==> src/rtl/spi_target_if.sv <==
// Parallel-side bus of the SPI target: TX holding-register handshake, RX strobe and status.
interface spi_target_if;
  logic [7:0] tx_data;
  logic       tx_valid;
  logic       tx_ready;
  logic [7:0] rx_data;
  logic       rx_valid;
  logic       tx_underrun;
  logic       busy;

  // master = local agent feeding TX / consuming RX; slave = the SPI target itself
  modport master (output tx_data, tx_valid,
                  input  tx_ready, rx_data, rx_valid, tx_underrun, busy);
  modport slave  (input  tx_data, tx_valid,
                  output tx_ready, rx_data, rx_valid, tx_underrun, busy);
endinterface

==> src/rtl/spi_target.sv <==
// SPI mode-0 target, MSB first, byte oriented. All pins are oversampled in the HCLK domain;
// a one-byte TX holding register and an RX strobe form the parallel side.
module spi_target #(
  parameter int         SYNC_STAGES = 2,
  parameter logic [7:0] DUMMY_BYTE  = 8'hFF
) (
  input  logic HCLK,
  input  logic HRESET,
  input  logic SCLK_i,
  input  logic SSn_i,
  input  logic MOSI_i,
  output logic MISO_o,
  output logic MISO_oe,
  spi_target_if.slave bus
);
  typedef enum logic [1:0] {IDLE, LOAD, SHIFT} state_e;

  state_e                 state_q, state_d;
  logic [SYNC_STAGES-1:0] sclk_sync_q, ssn_sync_q, mosi_sync_q;
  logic                   sclk_d1_q, ssn_d1_q;
  logic [2:0]             cnt_q;
  logic [7:0]             shift_tx_q, shift_rx_q, rx_data_q, hold_q;
  logic                   hold_full_q, rx_valid_q, underrun_q;
  logic                   sclk_s, ssn_s, mosi_s;
  logic                   sclk_rise, sclk_fall, ssn_fall, ssn_rise;
  logic [7:0]             load_byte;
  logic                   consume;

  always_ff @(posedge HCLK or posedge HRESET) begin
    if (HRESET) begin
      sclk_sync_q <= '0;
      mosi_sync_q <= '0;
      ssn_sync_q  <= '1;
      sclk_d1_q   <= 1'b0;
      ssn_d1_q    <= 1'b1;
    end else begin
      sclk_sync_q <= {sclk_sync_q[SYNC_STAGES-2:0], SCLK_i};
      mosi_sync_q <= {mosi_sync_q[SYNC_STAGES-2:0], MOSI_i};
      ssn_sync_q  <= {ssn_sync_q[SYNC_STAGES-2:0], SSn_i};
      sclk_d1_q   <= sclk_s;
      ssn_d1_q    <= ssn_s;
    end
  end

  assign sclk_s    = sclk_sync_q[SYNC_STAGES-1];
  assign ssn_s     = ssn_sync_q[SYNC_STAGES-1];
  assign mosi_s    = mosi_sync_q[SYNC_STAGES-1];
  assign sclk_rise =  sclk_s & ~sclk_d1_q;
  assign sclk_fall = ~sclk_s &  sclk_d1_q;
  assign ssn_fall  = ~ssn_s  &  ssn_d1_q;
  assign ssn_rise  =  ssn_s  & ~ssn_d1_q;

  always_ff @(posedge HCLK or posedge HRESET) begin
    if (HRESET) state_q <= IDLE;
    else        state_q <= state_d;
  end

  always_comb begin
    state_d = state_q;
    if (ssn_rise) state_d = IDLE;
    else begin
      case (state_q)
        IDLE:    if (ssn_fall) state_d = LOAD;
        LOAD:    state_d = SHIFT;
        SHIFT:   if (sclk_rise && cnt_q == 3'd7) state_d = LOAD;
        default: state_d = IDLE;
      endcase
    end
  end

  // The MSB of the byte being loaded goes straight to the pin so the first bit
  // is already valid in the LOAD cycle.
  always_comb begin
    load_byte = hold_full_q ? hold_q : DUMMY_BYTE;
    consume   = (state_q == LOAD) && hold_full_q && !ssn_rise;
    MISO_o    = (state_q == LOAD) ? load_byte[7] : shift_tx_q[7];
    MISO_oe   = ~ssn_s;
  end

  always_ff @(posedge HCLK or posedge HRESET) begin
    if (HRESET) begin
      cnt_q      <= 3'd0;
      shift_tx_q <= 8'h00;
      shift_rx_q <= 8'h00;
      rx_data_q  <= 8'h00;
      rx_valid_q <= 1'b0;
      underrun_q <= 1'b0;
    end else begin
      rx_valid_q <= 1'b0;
      underrun_q <= 1'b0;
      if (ssn_rise) begin
        // deselect drops any partial byte in both directions
        cnt_q      <= 3'd0;
        shift_tx_q <= 8'h00;
        shift_rx_q <= 8'h00;
      end else begin
        case (state_q)
          IDLE: cnt_q <= 3'd0;
          LOAD: begin
            shift_tx_q <= load_byte;
            underrun_q <= ~hold_full_q;
          end
          SHIFT: begin
            if (sclk_rise) begin
              shift_rx_q <= {shift_rx_q[6:0], mosi_s};
              cnt_q      <= cnt_q + 3'd1;
              if (cnt_q == 3'd7) begin
                rx_data_q  <= {shift_rx_q[6:0], mosi_s};
                rx_valid_q <= 1'b1;
              end
            end else if (sclk_fall && cnt_q != 3'd0) begin
              shift_tx_q <= {shift_tx_q[6:0], 1'b0};
            end
          end
          default: cnt_q <= 3'd0;
        endcase
      end
    end
  end

  // tx_ready gates the load, so a load and a consume never hit the same cycle
  always_ff @(posedge HCLK or posedge HRESET) begin
    if (HRESET) begin
      hold_q      <= 8'h00;
      hold_full_q <= 1'b0;
    end else if (bus.tx_valid && !hold_full_q) begin
      hold_q      <= bus.tx_data;
      hold_full_q <= 1'b1;
    end else if (consume) begin
      hold_full_q <= 1'b0;
    end
  end

  assign bus.tx_ready    = ~hold_full_q;
  assign bus.rx_data     = rx_data_q;
  assign bus.rx_valid    = rx_valid_q;
  assign bus.tx_underrun = underrun_q;
  assign bus.busy        = ~ssn_s;
endmodule

==> src/flat_wrapper.sv <==
// flat-port wrapper written by rule: the top's interface ports become plain ports
module spi_target_flat 
#(
  parameter int         SYNC_STAGES = 2,
  parameter logic [7:0] DUMMY_BYTE  = 8'hFF
)
  (HCLK, HRESET, SCLK_i, SSn_i, MOSI_i, MISO_o, MISO_oe, bus_tx_data, bus_tx_valid, bus_tx_ready, bus_rx_data, bus_rx_valid, bus_tx_underrun, bus_busy);
  spi_target_if bus_i ();
  input  logic HCLK;
  input  logic HRESET;
  input  logic SCLK_i;
  input  logic SSn_i;
  input  logic MOSI_i;
  output logic MISO_o;
  output logic MISO_oe;
  input wire logic [$bits(bus_i.tx_data)-1:0] bus_tx_data;
  input wire logic [$bits(bus_i.tx_valid)-1:0] bus_tx_valid;
  output wire logic [$bits(bus_i.tx_ready)-1:0] bus_tx_ready;
  output wire logic [$bits(bus_i.rx_data)-1:0] bus_rx_data;
  output wire logic [$bits(bus_i.rx_valid)-1:0] bus_rx_valid;
  output wire logic [$bits(bus_i.tx_underrun)-1:0] bus_tx_underrun;
  output wire logic [$bits(bus_i.busy)-1:0] bus_busy;
  assign bus_i.tx_data = bus_tx_data;
  assign bus_i.tx_valid = bus_tx_valid;
  assign bus_tx_ready = bus_i.tx_ready;
  assign bus_rx_data = bus_i.rx_data;
  assign bus_rx_valid = bus_i.rx_valid;
  assign bus_tx_underrun = bus_i.tx_underrun;
  assign bus_busy = bus_i.busy;
  spi_target #(.SYNC_STAGES(SYNC_STAGES), .DUMMY_BYTE(DUMMY_BYTE)) u_core (.HCLK(HCLK), .HRESET(HRESET), .SCLK_i(SCLK_i), .SSn_i(SSn_i), .MOSI_i(MOSI_i), .MISO_o(MISO_o), .MISO_oe(MISO_oe), .bus(bus_i));
endmodule
==> config.mk <==
export PLATFORM = sky130hd
export DESIGN_NAME = spi_target_flat
export DESIGN_NICKNAME = d
export VERILOG_FILES = /design/src/rtl/spi_target_if.sv /design/src/rtl/spi_target.sv /design/src/flat_wrapper.sv
export SDC_FILE = /design/constraint.sdc
export NUM_CORES = 1
export LEC_CHECK = 0
export CORE_MARGIN = 2
export CORE_UTILIZATION = 34
export CTS_BUF_LIST = sky130_fd_sc_hd__clkbuf_2 sky130_fd_sc_hd__clkbuf_4 sky130_fd_sc_hd__clkbuf_8
export CTS_CLUSTER_DIAMETER = 30
export CTS_CLUSTER_SIZE = 14
export DETAILED_ROUTE_END_ITERATION = 7
export PLACE_DENSITY = 0.51
export SYNTH_ARGS = -nofsm -noshare
export SYNTH_HDL_FRONTEND = slang
export SYNTH_SLANG_ARGS = --single-unit
==> constraint.sdc <==
create_clock -name HCLK -period 2.1 [get_ports HCLK]
set_input_delay 0.42 -clock HCLK [delete_from_list [all_inputs] [get_ports HCLK]]
set_output_delay 0.42 -clock HCLK [all_outputs]
set_load 0.02 [all_outputs]
Yosys cells after proc, flatten, opt, wreduce, memory -nomap -nowiden
Cells that the tools add are included.
{ "classes": {"add_sub_neg": 1, "eq_ne": 9, "mux": 24, "bitwise": 10, "reduce_logical": 18} }
{ "ops": {"columns": ["operator", "n"], "rows": [
  ["$mux W8", 4],
  ["$mux W7", 3],
  ["$pmux W8 S2", 1],
  ["$ne A3 B1 Y1 const B", 4],
  ["$mux W1", 9],
  ["$mux W2", 3],
  ["$mux W3", 2],
  ["$not A1 Y1", 6],
  ["$pmux W2 S3", 1],
  ["$pmux W3 S2", 1],
  ["$reduce_and A2 Y1", 3],
  ["$reduce_bool A2 Y1", 3],
  ["$reduce_bool A3 Y1", 2],
  ["$logic_and A1 B1 Y1", 5],
  ["$and A1 B1 Y1", 4],
  ["$reduce_and A4 Y1", 1],
  ["$add A3 B1 Y3 const B", 1],
  ["$eq A3 B3 Y1 const B", 1],
  ["$ne A3 B3 Y1 const B", 1],
  ["$reduce_and A3 Y1", 1],
  ["$eq A2 B1 Y1 const B", 1],
  ["$eq A2 B2 Y1 const B", 1],
  ["$logic_not A1 Y1", 2],
  ["$logic_not A2 Y1", 1],
  ["$ne A2 B1 Y1 const B", 1]
]} }
{ "word_totals": {"register_bits": 47, "inputBits": 14, "out_inout_bits": 14, "word_cells": 76} }

Depth between registers and ports, before layout
{ "logic_depth": {"ltp_word": 7, "mapped_depth": 8, "mapped_depth_nobuf": 6} }

Worst setup path before layout
Ideal clock, no wire load.
{ "synth_path": {"path_type": "register to register", "from": "register u_core.state_q[0]", "to": "register u_core.rx_data_q[0], in the netlist u_core.bus.rx_data[0]", "setup_time_ns": 0.125, "t_arrival_ns": 1.754, "required_ns": 1.975, "setup_slack_ns": 0.221, "stages_incl_launch_ff": 9, "path_buffers": 3, "synth_period_minus_slack_ns": 1.879, "cell_sequence": "dfrtp_1 > inv_1 > ha_1 > buf_6 > nand3b_4 > buf_6 > or3b_1 > buf_6 > mux2_4"} }
{ "synth_between": {"elab_chain_cells": 2} }
{ "synth_rtl": {"columns": ["item", "line", "text"], "rows": [
  ["start: declaration", "spi_target.sv:18", "state_e state_q, state_d;"],
  ["start signal: assignment", "spi_target.sv:55", "else state_q <= state_d;"],
  ["$eq A2 B2 Y1", "spi_target.sv:97", "case (state_q)"],
  ["$reduce_and A4 Y1 (no line)", null, null],
  ["end signal: assignment", "spi_target.sv:108", "rx_data_q <= {shift_rx_q[6:0], mosi_s};"],
  ["end: declaration", "spi_target.sv:22", "logic [7:0] shift_tx_q, shift_rx_q, rx_data_q, hold_q;"]
]} }
Every way passes these cells.
A chain may end at the register's enable or synchronous reset.

Worst setup path in the final report
{ "layout_path": {"from": "register u_core.state_q[1]", "to": "output port MISO_o"} }
{ "layout_between": {"elab_chain_cells": 2} }
{ "layout_rtl": {"columns": ["item", "line", "text"], "rows": [
  ["$eq A2 B1 Y1", "spi_target.sv:76", "MISO_o = (state_q == LOAD) ? load_byte[7] : shift_tx_q[7];"],
  ["$mux W1", "spi_target.sv:76", null],
  ["end: declaration", "flat_wrapper.sv:14", "output logic MISO_o;"]
]} }
Every way passes these cells.

==> impl_metrics.json <==
{
  "start_kind": "flip-flop",
  "fmax_mhz": 504,
  "ios": 28,
  "p_leak_nw": 1.22,
  "period_needed_ns": 1.98,
  "layout.nets": 216,
  "critPathMaxFanout": 3,
  "cts_max_level": 2,
  "antenna_found_initial": 0,
  "core-area_mm2": 0.00589,
  "setup_viol": 0,
  "firstDrtPassIters": 4,
  "ir_drop_v": 0.000570,
  "die_y_um": 81.6,
  "grt_max_degree": 48,
  "yosys.area.top_type": "dfrtp_1",
  "synthArstFlopShare_pct": 100,
  "grt_util_all_layers_pct": 13.1,
  "finalMaxSlewViolations": 0,
  "drc_errors": 0,
  "status": "completed",
  "synth-seq-cells": 47,
  "netlist_top_cells_count": "44 x dfrtp_1, 14 x nor2_1, 10 x inv_1, 10 x o21ai_0",
  "synth.most_common_cell": "dfrtp_1",
  "synth_top_area_share_pct": 53.7,
  "cts_setup_buffers": 0,
  "fill_cells": 571,
  "slew_headroom_pct": 64.9,
  "arrival_ns": 1.56,
  "die-area_mm2": 0.00667,
  "dp_cells": 263,
  "cts_buffers": 5,
  "finalNonFillerCells": 271,
  "fin_worst_skew_ns": 0.0105,
  "yosysSeqAreaShare_pct": 57.6,
  "place_congestion": 0.749,
  "synth_area_leaders": "dfrtp_1 54%, mux2_4 5.9%, mux2_2 4.4%",
  "synth-edff-count": 0,
  "root_buffer": "clkbuf_8",
  "vias": 1333,
  "syn-cell-area_mm2": 0.00205,
  "die_x_um": 81.6,
  "postCtsHoldBufs": 0,
  "worstHoldPathType": "reg -> reg",
  "cp.required_ns": 1.68,
  "cts_tree": "built",
  "ant_nets": 0,
  "overflow": 0,
  "worst_slew_pin_slew_ns": 0.527,
  "ys_dominant_reg_cell": "dfrtp_1",
  "rows": 28,
  "grt_pass1_vias": 1367,
  "hold_viol_final": 0,
  "viasPerCell": 4.92,
  "powerDensity_mw_per_mm2": 1100,
  "synthCells": 161,
  "cts_buffer_depth": 2,
  "insertion_delay_ns": 0.30,
  "holdWs_ns": 0.360,
  "regArea_mm2": 0.00118,
  "endpoint_kind": "output pin",
  "synth_nets": 182,
  "drtIter0Drc": 106,
  "synthDistinctLibCells": 31,
  "avgSynthCellArea_um2": 12.7,
  "antennaDiodeCount": 0,
  "rsz0062_at_grt": "false",
  "grt_first_pass_wirelength_mm": 6.63,
  "numClockSinks": 47,
  "routed_wl_mm": 3.84,
  "dp_hpwl_mm": 2.79,
  "multiInputGateArea_um2": 779,
  "setup_tns_ns": 0,
  "start_util_pct": 34.8,
  "period_share_pct": 94.5,
  "yosysWarningCount": 0,
  "drive_gt1_share_pct": 19.9,
  "path_class": "reg -> out",
  "p_total_w": 0.00279,
  "areaGrowthSynthToFinish_pct": 23.9,
  "cap_violations": 0,
  "cts.reportedPaths.clkPinSlew_ns": 0.08,
  "port_buffers": 27,
  "wl_per_cell_um": 14.2
}
-- cell usage in the layout (no fill, tap or decap) --
master | Yosys | final
a21o_1 | 1 | 1
a21o_2 | 1 | 1
a21oi_1 | 5 | 5
a22oi_1 | 3 | 3
buf_12 | 0 | 1
buf_4 | 1 | 6
bufinv_16 | 0 | 1
clkbuf_4 | 0 | 1
clkbuf_8 | 0 | 5
clkdlybuf4s15_1 | 0 | 1
clkdlybuf4s50_1 | 0 | 26
clkinv_1 | 0 | 1
clkinvlp_4 | 0 | 1
dfrtp_1 | 44 | 44
dfstp_2 | 3 | 3
ha_1 | 7 | 7
inv_1 | 10 | 9
mux2_2 | 8 | 8
mux2_4 | 8 | 8
mux2i_1 | 8 | 8
nand2_1 | 4 | 4
nand2b_1 | 4 | 4
nand3_1 | 1 | 1
nand3b_1 | 1 | 1
nand3b_4 | 1 | 1
nor2_1 | 14 | 14
nor2_2 | 1 | 1
nor2b_1 | 3 | 3
nor3_1 | 1 | 1
o2111ai_1 | 1 | 1
o211ai_1 | 6 | 6
o21a_1 | 1 | 1
o21ai_0 | 10 | 10
o221a_2 | 1 | 1
o221ai_1 | 5 | 5
or3_2 | 1 | 1
or3b_1 | 1 | 1
-- logic make-up after synthesis --
logic type	Yosys count	synth area share (%)
AOI/OAI and AO/OA	34	11.2
adders and majority gates	7	4.27
buffers and inverters	17	4.40
DFF	47	57.6
muxes	24	14.2
and+or+nand+nor	32	8.36
-- what timing repair did --
item / in CTS / in global routing
gates resized for setup: 1 / 1
endpoints found under the setup margin: 1 / 1
cloned: 0 / 0
endpoints found under the hold margin: 0 / 0
-- metrics by stage --
stage	util (%)	setup slack (ns)	cell area (µm²)
2_1_floorplan	-	0.221	2050
3_3_place_gp	41.2	0.169	2430
3_5_place_dp	41.2	0.123	2430
4_1_cts	43.1	0.0737	2540
5_1_grt	43.2	0.0125	2540
6_report	43.2	0.116	2540
-- path summary, 6_finish.rpt --
path / startpoint / endpoint / slack (ns) / depth (start not counted)
max: u_core.state_q[1] / MISO_o / 0.12 / 5
min: u_core.ssn_sync_q[0] / u_core.ssn_sync_q[1] / 0.36 / 0
max reg2reg: u_core.state_q[0] / u_core.bus.rx_data[4] / 0.16 / 5
min reg2reg: u_core.ssn_sync_q[0] / u_core.ssn_sync_q[1] / 0.36 / 0
max in group asynchronous: HRESET / u_core.ssn_sync_q[0] / 1.36 / 3
min in group asynchronous: HRESET / u_core.hold_q[2] / 0.46 / 3
-- power by group --
group | total, W | internal, W | switching (W)
logic | 0.000902 | 0.000419 | 0.000482
registers | 0.00123 | 0.00110 | 0.000130
clock network | 0.000656 | 0.000368 | 0.000288
-- flip-flops by register name, summed over array words and instances, names as in the netlist --
name	flops
u_core.mosi_sync_q	2
u_core.ssn_sync_q	2
u_core.bus.rx_data	8
u_core.state_q	2
u_core.sclk_sync_q	2
u_core.cnt_q	3
u_core.hold_full_q	1
u_core.shift_tx_q	8
u_core.ssn_d1_q	1
u_core.shift_rx_q	7
u_core.hold_q	8
u_core.bus.tx_underrun	1
u_core.bus.rx_valid	1
u_core.sclk_d1_q	1
-- area by class of cell --
class,count,area share [%]
flip-flops and latches,47,46.5
multi-input cells,97,30.7
repair buffers,34,13.2
well taps,75,3.69
clock buffers,6,3.00
clock inverters,2,1.48
inverters,10,1.48
-- worst max-delay path, cell delays in order, from the launching register on --
cell             delay [ns]
dfrtp_1                0.40
inv_1                  0.11
ha_1                   0.22
nor2_1                 0.06
a21oi_1                0.16
clkdlybuf4s15_1        0.33
-- routing by layer --
metal | global-route usage [%] | vias to the layer above | part of all wire (%)
li1 | - | 627 | -
met1 | 19.0 | 664 | 49
met2 | 19.4 | 38 | 46
met3 | 3.19 | 4 | 4.6
met4 | 4.00 | 0 | 0.70
met5 | 0 | - | 0
Note: power is estimated with default switching activity, not from simulation.
